[config.mk]
export PLATFORM = sky130hd
export DESIGN_NAME = clkbuf_enable_ctrl_flat
export DESIGN_NICKNAME = d
export VERILOG_FILES = /design/src/rtl/clkbuf_ctrl_pkg.sv /design/src/rtl/clkbuf_enable_ctrl_if.sv /design/src/rtl/clkbuf_dn_counter.sv /design/src/rtl/clkbuf_enable_ctrl.sv /design/src/flat_wrapper.sv
export SDC_FILE = /design/constraint.sdc
export NUM_CORES = 1
export LEC_CHECK = 0
export BUFFER_PORTS_ARGS = -buffer_cell sky130_fd_sc_hd__buf_2
export CAP_MARGIN = 0
export CELL_PAD_IN_SITES_DETAIL_PLACEMENT = 1
export CELL_PAD_IN_SITES_GLOBAL_PLACEMENT = 2
export CORE_ASPECT_RATIO = 1.25
export CORE_UTILIZATION = 37
export CTS_CLUSTER_DIAMETER = 200
export CTS_CLUSTER_SIZE = 16
export DETAILED_ROUTE_END_ITERATION = 6
export HOLD_SLACK_MARGIN = 0.03
export PLACE_DENSITY_LB_ADDON = 0.1
export SETUP_SLACK_MARGIN = 0.2
export SLEW_MARGIN = 20
export SYNTH_ARGS = -nofsm -noshare
export SYNTH_HDL_FRONTEND = slang
export SYNTH_SLANG_ARGS = --single-unit
[constraint.sdc]
create_clock -name master_clk -period 3 [get_ports master_clk]
set_clock_uncertainty 0.05 [all_clocks]
set_input_delay 0.45 -clock master_clk [delete_from_list [all_inputs] [get_ports master_clk]]
set_output_delay 0.45 -clock master_clk [all_outputs]
set_load 0.02 [all_outputs]
[src/rtl/clkbuf_ctrl_pkg.sv]
// Shared types and defaults for the clock-buffer enable sequencer.
package clkbuf_ctrl_pkg;

  typedef enum logic [1:0] {
    ST_OFF    = 2'd0,
    ST_WAKE   = 2'd1,
    ST_ON     = 2'd2,
    ST_LINGER = 2'd3
  } clkbuf_state_e;

  localparam int unsigned DEF_N           = 4;
  localparam int unsigned DEF_WAKE_CYCLES = 4;
  localparam int unsigned DEF_IDLE_CYCLES = 8;

  function automatic int unsigned max_u(input int unsigned a, input int unsigned b);
    return (a > b) ? a : b;
  endfunction

endpackage

[src/rtl/clkbuf_enable_ctrl_if.sv]
// Request/grant bundle between clock consumers and the buffer sequencer.
interface clkbuf_enable_ctrl_if #(
  parameter int unsigned N = 4
);
  logic [N-1:0] req;
  logic         force_on;
  logic [N-1:0] ack;
  logic         buf_en;
  logic         clk_active;
  logic [1:0]   state_o;

  modport master (output req, force_on, input ack, buf_en, clk_active, state_o);
  modport slave  (input req, force_on, output ack, buf_en, clk_active, state_o);
endinterface

[src/rtl/clkbuf_dn_counter.sv]
// Loadable down-counter that stops at zero; clear forces it back to idle.
module clkbuf_dn_counter #(
  parameter int unsigned W = 4
) (
  input  logic         clk,
  input  logic         rst_n,
  input  logic         i_load,
  input  logic [W-1:0] i_load_val,
  input  logic         i_dec,
  input  logic         i_clr,
  output logic         o_zero_c
);

  logic [W-1:0] r_cnt;

  always_ff @(posedge clk or negedge rst_n) begin
    if (!rst_n) begin
      r_cnt <= '0;
    end else if (i_load) begin
      r_cnt <= i_load_val;
    end else if (i_clr) begin
      r_cnt <= '0;
    end else if (i_dec && (r_cnt != '0)) begin
      r_cnt <= r_cnt - W'(1);
    end
  end

  assign o_zero_c = (r_cnt == '0);

endmodule

[src/rtl/clkbuf_enable_ctrl.sv]
// Clock-buffer sequencer: warm-up before grant, idle linger before shutdown.
module clkbuf_enable_ctrl
  import clkbuf_ctrl_pkg::*;
#(
  parameter int unsigned N           = DEF_N,
  parameter int unsigned WAKE_CYCLES = DEF_WAKE_CYCLES,
  parameter int unsigned IDLE_CYCLES = DEF_IDLE_CYCLES
) (
  input  logic                 master_clk,
  input  logic                 rst_n,
  clkbuf_enable_ctrl_if.slave  bus
);

  localparam int unsigned CNT_W = $clog2(max_u(WAKE_CYCLES, IDLE_CYCLES)) + 1;

  clkbuf_state_e r_state;
  logic [N-1:0]  r_ack;
  logic          r_buf_en;
  logic          r_clk_active;

  logic w_any_req;
  logic w_wake_load, w_wake_dec, w_wake_zero;
  logic w_idle_load, w_idle_dec, w_idle_clr, w_idle_zero;

  assign w_any_req = (|bus.req) | bus.force_on;

  // Counter controls derived from the current state and this edge's request.
  always_comb begin
    w_wake_load = 1'b0;
    w_wake_dec  = 1'b0;
    w_idle_load = 1'b0;
    w_idle_dec  = 1'b0;
    w_idle_clr  = 1'b0;
    unique case (r_state)
      ST_OFF:    w_wake_load = w_any_req;
      ST_WAKE: begin
        w_wake_dec  = !w_wake_zero;
        w_idle_load = w_wake_zero && !w_any_req;
      end
      ST_ON:     w_idle_load = !w_any_req;
      ST_LINGER: begin
        w_idle_clr = w_any_req;
        w_idle_dec = !w_any_req;
      end
      default: ;
    endcase
  end

  clkbuf_dn_counter #(.W(CNT_W)) u_wake_cnt (
    .clk        (master_clk),
    .rst_n      (rst_n),
    .i_load     (w_wake_load),
    .i_load_val (CNT_W'(WAKE_CYCLES - 1)),
    .i_dec      (w_wake_dec),
    .i_clr      (1'b0),
    .o_zero_c   (w_wake_zero)
  );

  clkbuf_dn_counter #(.W(CNT_W)) u_idle_cnt (
    .clk        (master_clk),
    .rst_n      (rst_n),
    .i_load     (w_idle_load),
    .i_load_val (CNT_W'(IDLE_CYCLES - 1)),
    .i_dec      (w_idle_dec),
    .i_clr      (w_idle_clr),
    .o_zero_c   (w_idle_zero)
  );

  // WAKE always runs to completion; a request at linger expiry beats shutdown.
  always_ff @(posedge master_clk or negedge rst_n) begin
    if (!rst_n) begin
      r_state      <= ST_OFF;
      r_ack        <= '0;
      r_buf_en     <= 1'b0;
      r_clk_active <= 1'b0;
    end else begin
      unique case (r_state)
        ST_OFF: begin
          if (w_any_req) begin
            r_state  <= ST_WAKE;
            r_buf_en <= 1'b1;
          end
        end
        ST_WAKE: begin
          if (w_wake_zero) begin
            if (w_any_req) begin
              r_state      <= ST_ON;
              r_clk_active <= 1'b1;
              r_ack        <= bus.req;
            end else begin
              r_state <= ST_LINGER;
            end
          end
        end
        ST_ON: begin
          if (w_any_req) begin
            r_ack <= bus.req;
          end else begin
            r_state      <= ST_LINGER;
            r_clk_active <= 1'b0;
            r_ack        <= '0;
          end
        end
        ST_LINGER: begin
          if (w_any_req) begin
            r_state      <= ST_ON;
            r_clk_active <= 1'b1;
            r_ack        <= bus.req;
          end else if (w_idle_zero) begin
            r_state  <= ST_OFF;
            r_buf_en <= 1'b0;
          end
        end
        default: r_state <= ST_OFF;
      endcase
    end
  end

  assign bus.ack        = r_ack;
  assign bus.buf_en     = r_buf_en;
  assign bus.clk_active = r_clk_active;
  assign bus.state_o    = r_state;

endmodule

[src/flat_wrapper.sv]
// flat-port wrapper written by rule: the top's interface ports become plain ports
module clkbuf_enable_ctrl_flat import clkbuf_ctrl_pkg::*;
#(
  parameter int unsigned N           = DEF_N,
  parameter int unsigned WAKE_CYCLES = DEF_WAKE_CYCLES,
  parameter int unsigned IDLE_CYCLES = DEF_IDLE_CYCLES
)
  (master_clk, rst_n, bus_req, bus_force_on, bus_ack, bus_buf_en, bus_clk_active, bus_state_o);
  clkbuf_enable_ctrl_if #(.N(N)) bus_i ();
  input  logic master_clk;
  input  logic rst_n;
  input wire logic [$bits(bus_i.req)-1:0] bus_req;
  input wire logic [$bits(bus_i.force_on)-1:0] bus_force_on;
  output wire logic [$bits(bus_i.ack)-1:0] bus_ack;
  output wire logic [$bits(bus_i.buf_en)-1:0] bus_buf_en;
  output wire logic [$bits(bus_i.clk_active)-1:0] bus_clk_active;
  output wire logic [$bits(bus_i.state_o)-1:0] bus_state_o;
  assign bus_i.req = bus_req;
  assign bus_i.force_on = bus_force_on;
  assign bus_ack = bus_i.ack;
  assign bus_buf_en = bus_i.buf_en;
  assign bus_clk_active = bus_i.clk_active;
  assign bus_state_o = bus_i.state_o;
  clkbuf_enable_ctrl #(.N(N), .WAKE_CYCLES(WAKE_CYCLES), .IDLE_CYCLES(IDLE_CYCLES)) u_core (.master_clk(master_clk), .rst_n(rst_n), .bus(bus_i));
endmodule
==> results of run 1 <==
[synth_stat cells, drive strengths merged]
library cell | number | share of area [%]
inv | 8 | 3.1
o21a | 2 | 1.5
nand3b | 1 | 0.77
nor3 | 3 | 2.0
a21oi | 8 | 4.1
o211ai | 5 | 4.4
mux2 | 4 | 4.6
nor2 | 5 | 1.9
nand2 | 8 | 3.8
o311ai | 2 | 1.8
o31a | 1 | 0.90
a21boi | 1 | 0.77
o41ai | 2 | 3.7
or3b | 2 | 1.8
nand4b | 1 | 0.90
ha | 7 | 9.0
or3 | 1 | 1.2
a21bo | 1 | 1.0
or2 | 1 | 0.64
a32oi | 1 | 0.90
dfrtp | 16 | 41
o31ai | 1 | 0.77
o2111ai | 1 | 0.90
nand4 | 1 | 0.64
xor2 | 2 | 1.8
xnor2 | 1 | 0.90
o22a | 1 | 0.90
or4 | 1 | 0.77
buf | 1 | 0.51
nand3 | 4 | 2.0
a32o | 1 | 1.0
[cell families after synthesis]
kind of cell | after synthesis
AOI/OAI and AO/OA | 27
xor gates and xnor gates | 3
adders and majority gates | 7
buffers and inverters | 9
DFF | 16
muxes | 4
and+or+nand+nor | 28
[through the flow]
| step | cell area [um^2] | power, W |
|---|---|---|
| final | 1130 | 0.001103 |
| after global routing | 1130 | 0.001202 |
| after CTS | 1130 | 0.001118 |
| after detailed placement | 1084 | 0.0009620 |
| after global placement | 1084 | 0.0009541 |
| after floorplan | 977.2 | 0.0008072 |
[placed cells by master (no fill, tap or decap), types with 2 or more instances in the layout]
| cell | instances |
|---|---|
| a21oi_1 | 8 |
| buf_2 | 14 |
| clkbuf_4 | 3 |
| dfrtp_1 | 16 |
| ha_1 | 7 |
| inv_1 | 8 |
| mux2_2 | 4 |
| nand2_1 | 7 |
| nand3_1 | 4 |
| nor2_1 | 5 |
| nor3_1 | 2 |
| o211ai_1 | 4 |
| o21a_1 | 2 |
| o311ai_0 | 2 |
| or3b_1 | 2 |
| xor2_1 | 2 |
[cell type report]
cell class / instances / area [um^2] / share of cell area (%)
inverters: 8 / 30.03 / 2.658
repair buffers: 15 / 80.08 / 7.088
flip-flops and latches: 16 / 400.4 / 35.44
well taps: 33 / 41.29 / 3.654
multi-input cells: 69 / 541.8 / 47.95
clock buffers: 4 / 36.28 / 3.212
[report_power, final]
group | switching (W) | internal (W) | total (W)
Sequential | 0.0000677 | 0.000298 | 0.000365
Combinational | 0.000340 | 0.000249 | 0.000590
Clock | 0.0000743 | 0.0000739 | 0.000148
[registers in the layout (all words and copies together), names as in the netlist]
signal and count:
u_core.bus.ack 4, u_core.u_idle_cnt.r_cnt 4, u_core.u_wake_cnt.r_cnt 4, u_core.bus.state_o 2, u_core.bus.buf_en 1, u_core.bus.clk_active 1
[layer usage]
metal	vias to the layer above	track usage [%]	part of all wire, %
met1	394	24.00	45
met2	10	31.27	52
met5	-	0	0
li1	385	-	-
met4	0	7.143	1.1
met3	4	3.659	1.8
[worst reg2reg max path, cell delays in order, from the launching register on]
cell and delay [ns]:
dfrtp_1 0.43, inv_1 0.08, ha_1 0.18, or3b_1 0.45, o41ai_4 0.29, nand4b_1 0.15, a32o_1 0.22
[worst min path at each step]
stage / startpoint / depth (start not counted) / to
5_1_grt: bus_req[0] / 2 / u_core.bus.ack[0]
2_1_floorplan: rst_n / 0 / u_core.bus.ack[0]
4_1_cts: bus_req[0] / 2 / u_core.bus.ack[0]
3_5_place_dp: rst_n / 1 / u_core.u_wake_cnt.r_cnt[0]
6_report: bus_req[0] / 2 / u_core.bus.ack[0]
3_3_place_gp: rst_n / 1 / u_core.u_wake_cnt.r_cnt[1]
==> summary.md, run 1 <==
| Metric | Value |
|---|---|
| Outcome | completed |
| Number of distinct library cells after synthesis | 35 |
| Final Hold Violating Endpoints | 0 |
| Crit. End Element | flop |
| Vias in the first global route | 820 |
| Initial antenna violation count | 0 |
| Critical Path Source | u_core.u_idle_cnt.r_cnt[0] |
| Hold slack final | 0.3838 ns |
| Worst r2r path cells | 6 |
| H-tree levels | 1 |
| Avg Inst Size Synth | 10.40 um^2 |
| Syn_nets | 108 |
| DRT iter0 DRCs | 10 |
| Setup TNS | 0 ns |
| Critical path cell sequence | inv_1 > ha_1 > or3b_1 > o41ai_4 > nand4b_1 > a32o_1 |
| Sink Count | 16 |
| Core area | 0.002477 mm^2 |
| Fin crit period | 1.940 ns |
| Main combinational cell family by area after synthesis | compound AO/OA/AOI/OAI gates |
| Power Density | 976.4 mW/mm^2 |
| Cell Count Post-Placement | 140 |
| WP data required | 3.14 ns |
| Worst setup path class | flop to flop |
| Synth Area in Adders | 8.963% |
| Stages on worst setup path | 6 |
| Worst-Skew Late Latency | 0.29 ns |
| Initial Util | 39.44% |
| Hold buffers post-CTS | 1 |
| R2R setup slack | 1.06 ns |
| Final HPWL from detailed placement | 1672 um |
| Largest delay contributor family on the critical path | simple AND/OR/NAND/NOR gates |
| Max-cap violations | 0 |
| Area delta synth->final | 15.62% |
| Worst Setup EP | u_core.bus.state_o[1] |
| DRC | 0 |
| CP max FO | 5 |
| Mapped Area | 977.2 um^2 |
| Max incr delay on CP | 0.45 ns |
| Flops & latches, synth | 16 |
| Synth Area in Compound Gates | 22.66% |
| Relative slew slack | 66.93% |
| Total CTS buffers | 3 |
| VDD IR-drop max | 0.4685 mV |
| Fin cells | 145 |
| Placement Setup Slack | 0.9306 ns |
| Fmax | 515.5 MHz |
| Die Ht | 59.46 um |
| Std cell rows | 20 |
| CP arrival | 2.08 ns |
| Final ANT Viol Nets | 0 |
| CTS root buf | clkbuf_4 |
| Crit start category | flop |
| Final net count | 127 |
| Post-synthesis cell count | 94 |
| First-pass GRT wire length | 3746 um |
| Total GRT Usage | 19.06% |
| Tcrit/Tclk final | 64.66% |
| Reg clk slew, reported paths | 0.11 ns |
| XOR/XNOR share of the synthesized area | 2.689% |
| CTS tree | built |
| I/O pin cnt | 15 |
| RePlAce Congestion | 0.7444 |
| Register area share after synthesis | 40.97% |
| Final Max Tran Viols | 0 |
| Hold WC Path Type | primary input to flop |
| GRT overflow | 0 |
| Mux cell area share after synthesis | 4.609% |
| DIE AREA | 0.002852 mm^2 |
| Largest net degree at the start of global routing | 17 |
| # diodes | 0 |
| Avg WL per Cell | 15.38 um |
| Crit path max-delay cell type | or3b_1 |
| Worst Tran Pin Value | 0.4923 ns |
| DR vias/cell | 5.469 |
| FF-to-FF Start | u_core.u_idle_cnt.r_cnt[0] |
| FF-to-FF End | u_core.bus.state_o[1] |
| Layout fillers | 294 |
| # setup viols final | 0 |
| Drt pass-1 iters | 2 |
| Share of cells above drive strength 1 | 25.89% |
| Utilization after layout | 45.61% |
| Postcts setup bufs | 0 |
| Via count | 793 |
| Buffers on Ports | 14 |
| Setup ws final | 1.060 ns |
| Leak | 0.4884 nW |
| RSZ-0062 raised after global routing | no |
| Buffers & Inverters on Critical Path | 1 |
| Max Root-Sink Buffers | 2 |
| Syn. warnings | 0 |
| Post-Synth Simple-Gate Area | 16.52% |
| Post-CTS resize count | 0 |
| DRT Wirelength | 2230 um |
| Die Wd | 47.97 um |
Note: power is estimated with default switching activity, not from simulation.
==> run 2, diff against run 1 <==
--- a/config.mk
+++ b/config.mk
@@ -5,12 +5,13 @@
 export SDC_FILE = /design/constraint.sdc
 export NUM_CORES = 1
 export LEC_CHECK = 0
+export ABC_AREA = 1
 export BUFFER_PORTS_ARGS = -buffer_cell sky130_fd_sc_hd__buf_2
 export CAP_MARGIN = 0
 export CELL_PAD_IN_SITES_DETAIL_PLACEMENT = 1
 export CELL_PAD_IN_SITES_GLOBAL_PLACEMENT = 2
 export CORE_ASPECT_RATIO = 1.25
-export CORE_UTILIZATION = 37
+export CORE_UTILIZATION = 29
 export CTS_CLUSTER_DIAMETER = 200
 export CTS_CLUSTER_SIZE = 16
 export DETAILED_ROUTE_END_ITERATION = 6
==> constraint.sdc (replaced) <==
create_clock -name master_clk -period 1.75 [get_ports master_clk]
set_clock_uncertainty 0.05 [all_clocks]
set_input_delay 0.2625 -clock master_clk [delete_from_list [all_inputs] [get_ports master_clk]]
set_output_delay 0.2625 -clock master_clk [all_outputs]
set_load 0.02 [all_outputs]
==> run 2 against run 1 <==
Hold slack got worse by 0.15 ns. Global-route usage shrank 3.6 points. Wire length grew 21%. Critical path depth increased by 3. Combinational power rose by 140%. Critical endpoint unchanged.
==> summary.md, run 2 <==
| Metric | Value |
|---|---|
| Leak | 0.6667 nW (+37%) |
| Reg clk slew, reported paths | 0.07 ns (-0.04 ns) |
| Sequential Power Share | 26.9% (-6.2 points) |
| CTS tree | built |
| RSZ-0062 raised after global routing | yes |
| Setup TNS | 0 ns (unchanged) |
| Syn. warnings | 0 (unchanged) |
| I/O pin cnt | 15 (unchanged) |
| FF-to-FF End | u_core.bus.state_o[1] |
| Placement Setup Slack | 0.1219 ns (-0.8087 ns) |
| GRT overflow | 0 (unchanged) |
| Share of cells above drive strength 1 | 30.00% (+4.1 points) |
| Worst Setup EP | u_core.bus.state_o[1] |
| CTS root buf | clkbuf_8 |
| Max-cap violations | 0 (unchanged) |
| Largest net degree at the start of global routing | 17 (unchanged) |
| Hold WC Path Type | primary input to flop |
| FF-to-FF Start | u_core.bus.state_o[0] |
| Via count | 947 (+19%) |
| Switching portion of total power | 47.58% (+3.9 points) |
| CP max FO | 6 (+1) |
| Cell Count Post-Placement | 190 (+36%) |
| Core area | 0.003453 mm^2 (+39%) |
| # diodes | 0 (unchanged) |
| Most used DFF post-synth | dfrtp_1 |
| Placed cell area | 0.001172 mm^2 (+8.2%) |
| DRT Wirelength | 2688 um (+21%) |
| Power Density | 1860 mW/mm^2 (+91%) |
| Worst r2r path cells | 9 (+3) |
| Fmax | 695.2 MHz (+35%) |
| Setup ws final | 0.3116 ns (-0.7485 ns) |
| Final ANT Viol Nets | 0 (unchanged) |
| Internal | 0.001260 W (+100%) |
| # setup viols final | 0 (unchanged) |
| Design Power | 0.002404 W (+120%) |
| Vias in the first global route | 1030 (+26%) |
| Synth cell count leaders | 36 x nand2_1, 17 x inv_1, 16 x dfrtp_1 |
| Buffers on Ports | 14 (unchanged) |
| Comb pwr share | 59.2% (+5.8 points) |
| Mapped Area | 0.001046 mm^2 (+7.0%) |
| Fin cells | 199 (+37%) |
| Crit start category | flop |
| WP data required | 1.89 ns (-1.25 ns) |
| Most common cell in the netlist | nand2_1 |
| R2R setup slack | 0.31 ns (-0.75 ns) |
| DIE AREA | 0.003852 mm^2 (+35%) |
| Tcrit/Tclk final | 82.20% (+18 points) |
| Max Root-Sink Buffers | 2 (unchanged) |
| Outcome | completed |
| Share of the synthesized area in the top cell type | 38.28% (-2.7 points) |
| Worst-Skew Late Latency | 0.25 ns (-0.04 ns) |
| First-pass GRT wire length | 4643 um (+24%) |
| Flops & latches, synth | 16 (unchanged) |
| Cells taking the most area after synthesis | dfrtp_1 38%, nand2_1 13%, ha_1 8.4%, nand3_1 7.2%, inv_1 6.1% |
| DR vias/cell | 4.759 (-13%) |
| Critical Path Source | u_core.bus.state_o[0] |
| Clock share of power | 13.9% (+0.5 points) |
| Number of distinct library cells after synthesis | 20 (-43%) |
| Relative slew slack | 74.56% (+7.6 points) |
| Most common library cell in the layout ignoring fill and taps | nand2_1 |
| Area delta synth->final | 23.56% |
| Initial Util | 30.29% (-9.2 points) |
| Die Wd | 55.72 um (+16%) |
| Avg Inst Size Synth | 7.691 um^2 (-26%) |
| Sink Count | 16 (unchanged) |
| Syn_nets | 150 (+39%) |
| Final HPWL from detailed placement | 2083 um (+25%) |
| Initial antenna violation count | 0 (unchanged) |
| Ys async rst share | 100.0% (unchanged) |
| Register area share after synthesis | 38.28% (-2.7 points) |
| Final net count | 175 (+38%) |
| Post-synthesis cell count | 136 (+45%) |
| Die Ht | 69.15 um (+16%) |
| CP arrival | 1.58 ns (-0.50 ns) |
| Yosys top cell by area | dfrtp_1 |
| Final Max Tran Viols | 0 (unchanged) |
| Switching power | 0.001144 W (+140%) |
| Total GRT Usage | 15.47% (-3.6 points) |
| RePlAce Congestion | 0.7190 (-3.4%) |
| Post-synth EDFFs | 0 (unchanged) |
| H-tree levels | 1 (unchanged) |
| Crit. End Element | flop |
| Std cell rows | 24 (+20%) |
| Drt pass-1 iters | 4 (+2) |
| VDD IR-drop max | 0.6627 mV (+41%) |
| Final Hold Violating Endpoints | 0 (unchanged) |
| DRT iter0 DRCs | 26 (+16) |
| Avg WL per Cell | 13.51 um (-12%) |
| DRC | 0 (unchanged) |
| Total CTS buffers | 3 (unchanged) |
| Fin crit period | 1.438 ns (-0.5015 ns) |
| Final instance area | 0.001292 mm^2 (+14%) |
| Worst Tran Pin Value | 0.3816 ns (-0.1107 ns) |
| Commonest cells after routing, fill and taps aside | 36 x nand2_1, 15 x inv_1, 15 x nand3_1 |
| Worst setup path class | flop to flop |
[run 2: worst min path at each step]
stage	slack (ns)	depth (start not counted)	start	to
2_1_floorplan	-0.08	0	rst_n	u_core.bus.ack[0]
3_3_place_gp	0.16	1	rst_n	u_core.u_idle_cnt.r_cnt[0]
3_5_place_dp	0.16	1	rst_n	u_core.u_idle_cnt.r_cnt[3]
4_1_cts	0.22	3	bus_req[2]	u_core.bus.ack[2]
5_1_grt	0.25	3	bus_req[2]	u_core.bus.ack[2]
6_report	0.23	3	bus_req[2]	u_core.bus.ack[2]
[run 2: metal layers]
layer  part of all wire (%)  track usage (%)
met5                      0                0
met4                    1.7            6.667
met3                    2.5            1.689
met2                     52            28.25
met1                     43            17.89
[run 2: metrics by stage]
| step | hold slack (ns) | util (%) |
|---|---|---|
| after floorplan | -0.08309 | - |
| after global placement | 0.1585 | 33.95 |
| after detailed placement | 0.1629 | 33.95 |
| after CTS | 0.2247 | 36.30 |
| after global routing | 0.2475 | 37.43 |
| final | 0.2297 | 37.43 |
[run 2: power groups by stage]
stage          registers, W  logic, W  clock network, W
2_1_floorplan      0.000749  0.000858                 0
3_3_place_gp       0.000659   0.00129                 0
3_5_place_dp       0.000667   0.00130                 0
4_1_cts            0.000654   0.00136          0.000354
5_1_grt            0.000673   0.00163          0.000364
6_report           0.000647   0.00142          0.000334
[run 2: what timing repair did]
action,CTS,global route
hold endpoints to repair,16,0
setup endpoints to repair,8,13
setup buffers,2,2
resized for setup,2,7
hold buffers,1,0
[run 2: cell families (layout without fill, tap and decap cells)]
kind of cell             count (synthesis)  after routing  synth area share [%]
buffers and inverters                   19             43                 6.818
flip-flops                              16             16                 38.28
AO/OA/AOI/OAI                           14             14                 8.014
AND/OR/NAND/NOR                         79             79                 37.68
adder cells (fa/ha/maj)                  7              7                 8.373
XOR/XNOR                                 1              1                0.8375
[run 2: layout make-up]
cell class / count / area, um^2
well taps: 39 / 48.80
multi-input cells: 101 / 596.8
repair buffers: 20 / 117.6
clock buffers: 4 / 55.05
flip-flops and latches: 16 / 402.9
fillers: 444 / 2161
inverters: 19 / 71.32
[run 2: critical path: stages (launching register included)]
cell,delay [ns]
dfrtp_2,0.45
buf_4,0.16
ha_4,0.16
inv_1,0.09
a21oi_4,0.05
inv_2,0.11
nand2_1,0.08
nor2_2,0.12
nand2_1,0.06
nand2_1,0.06
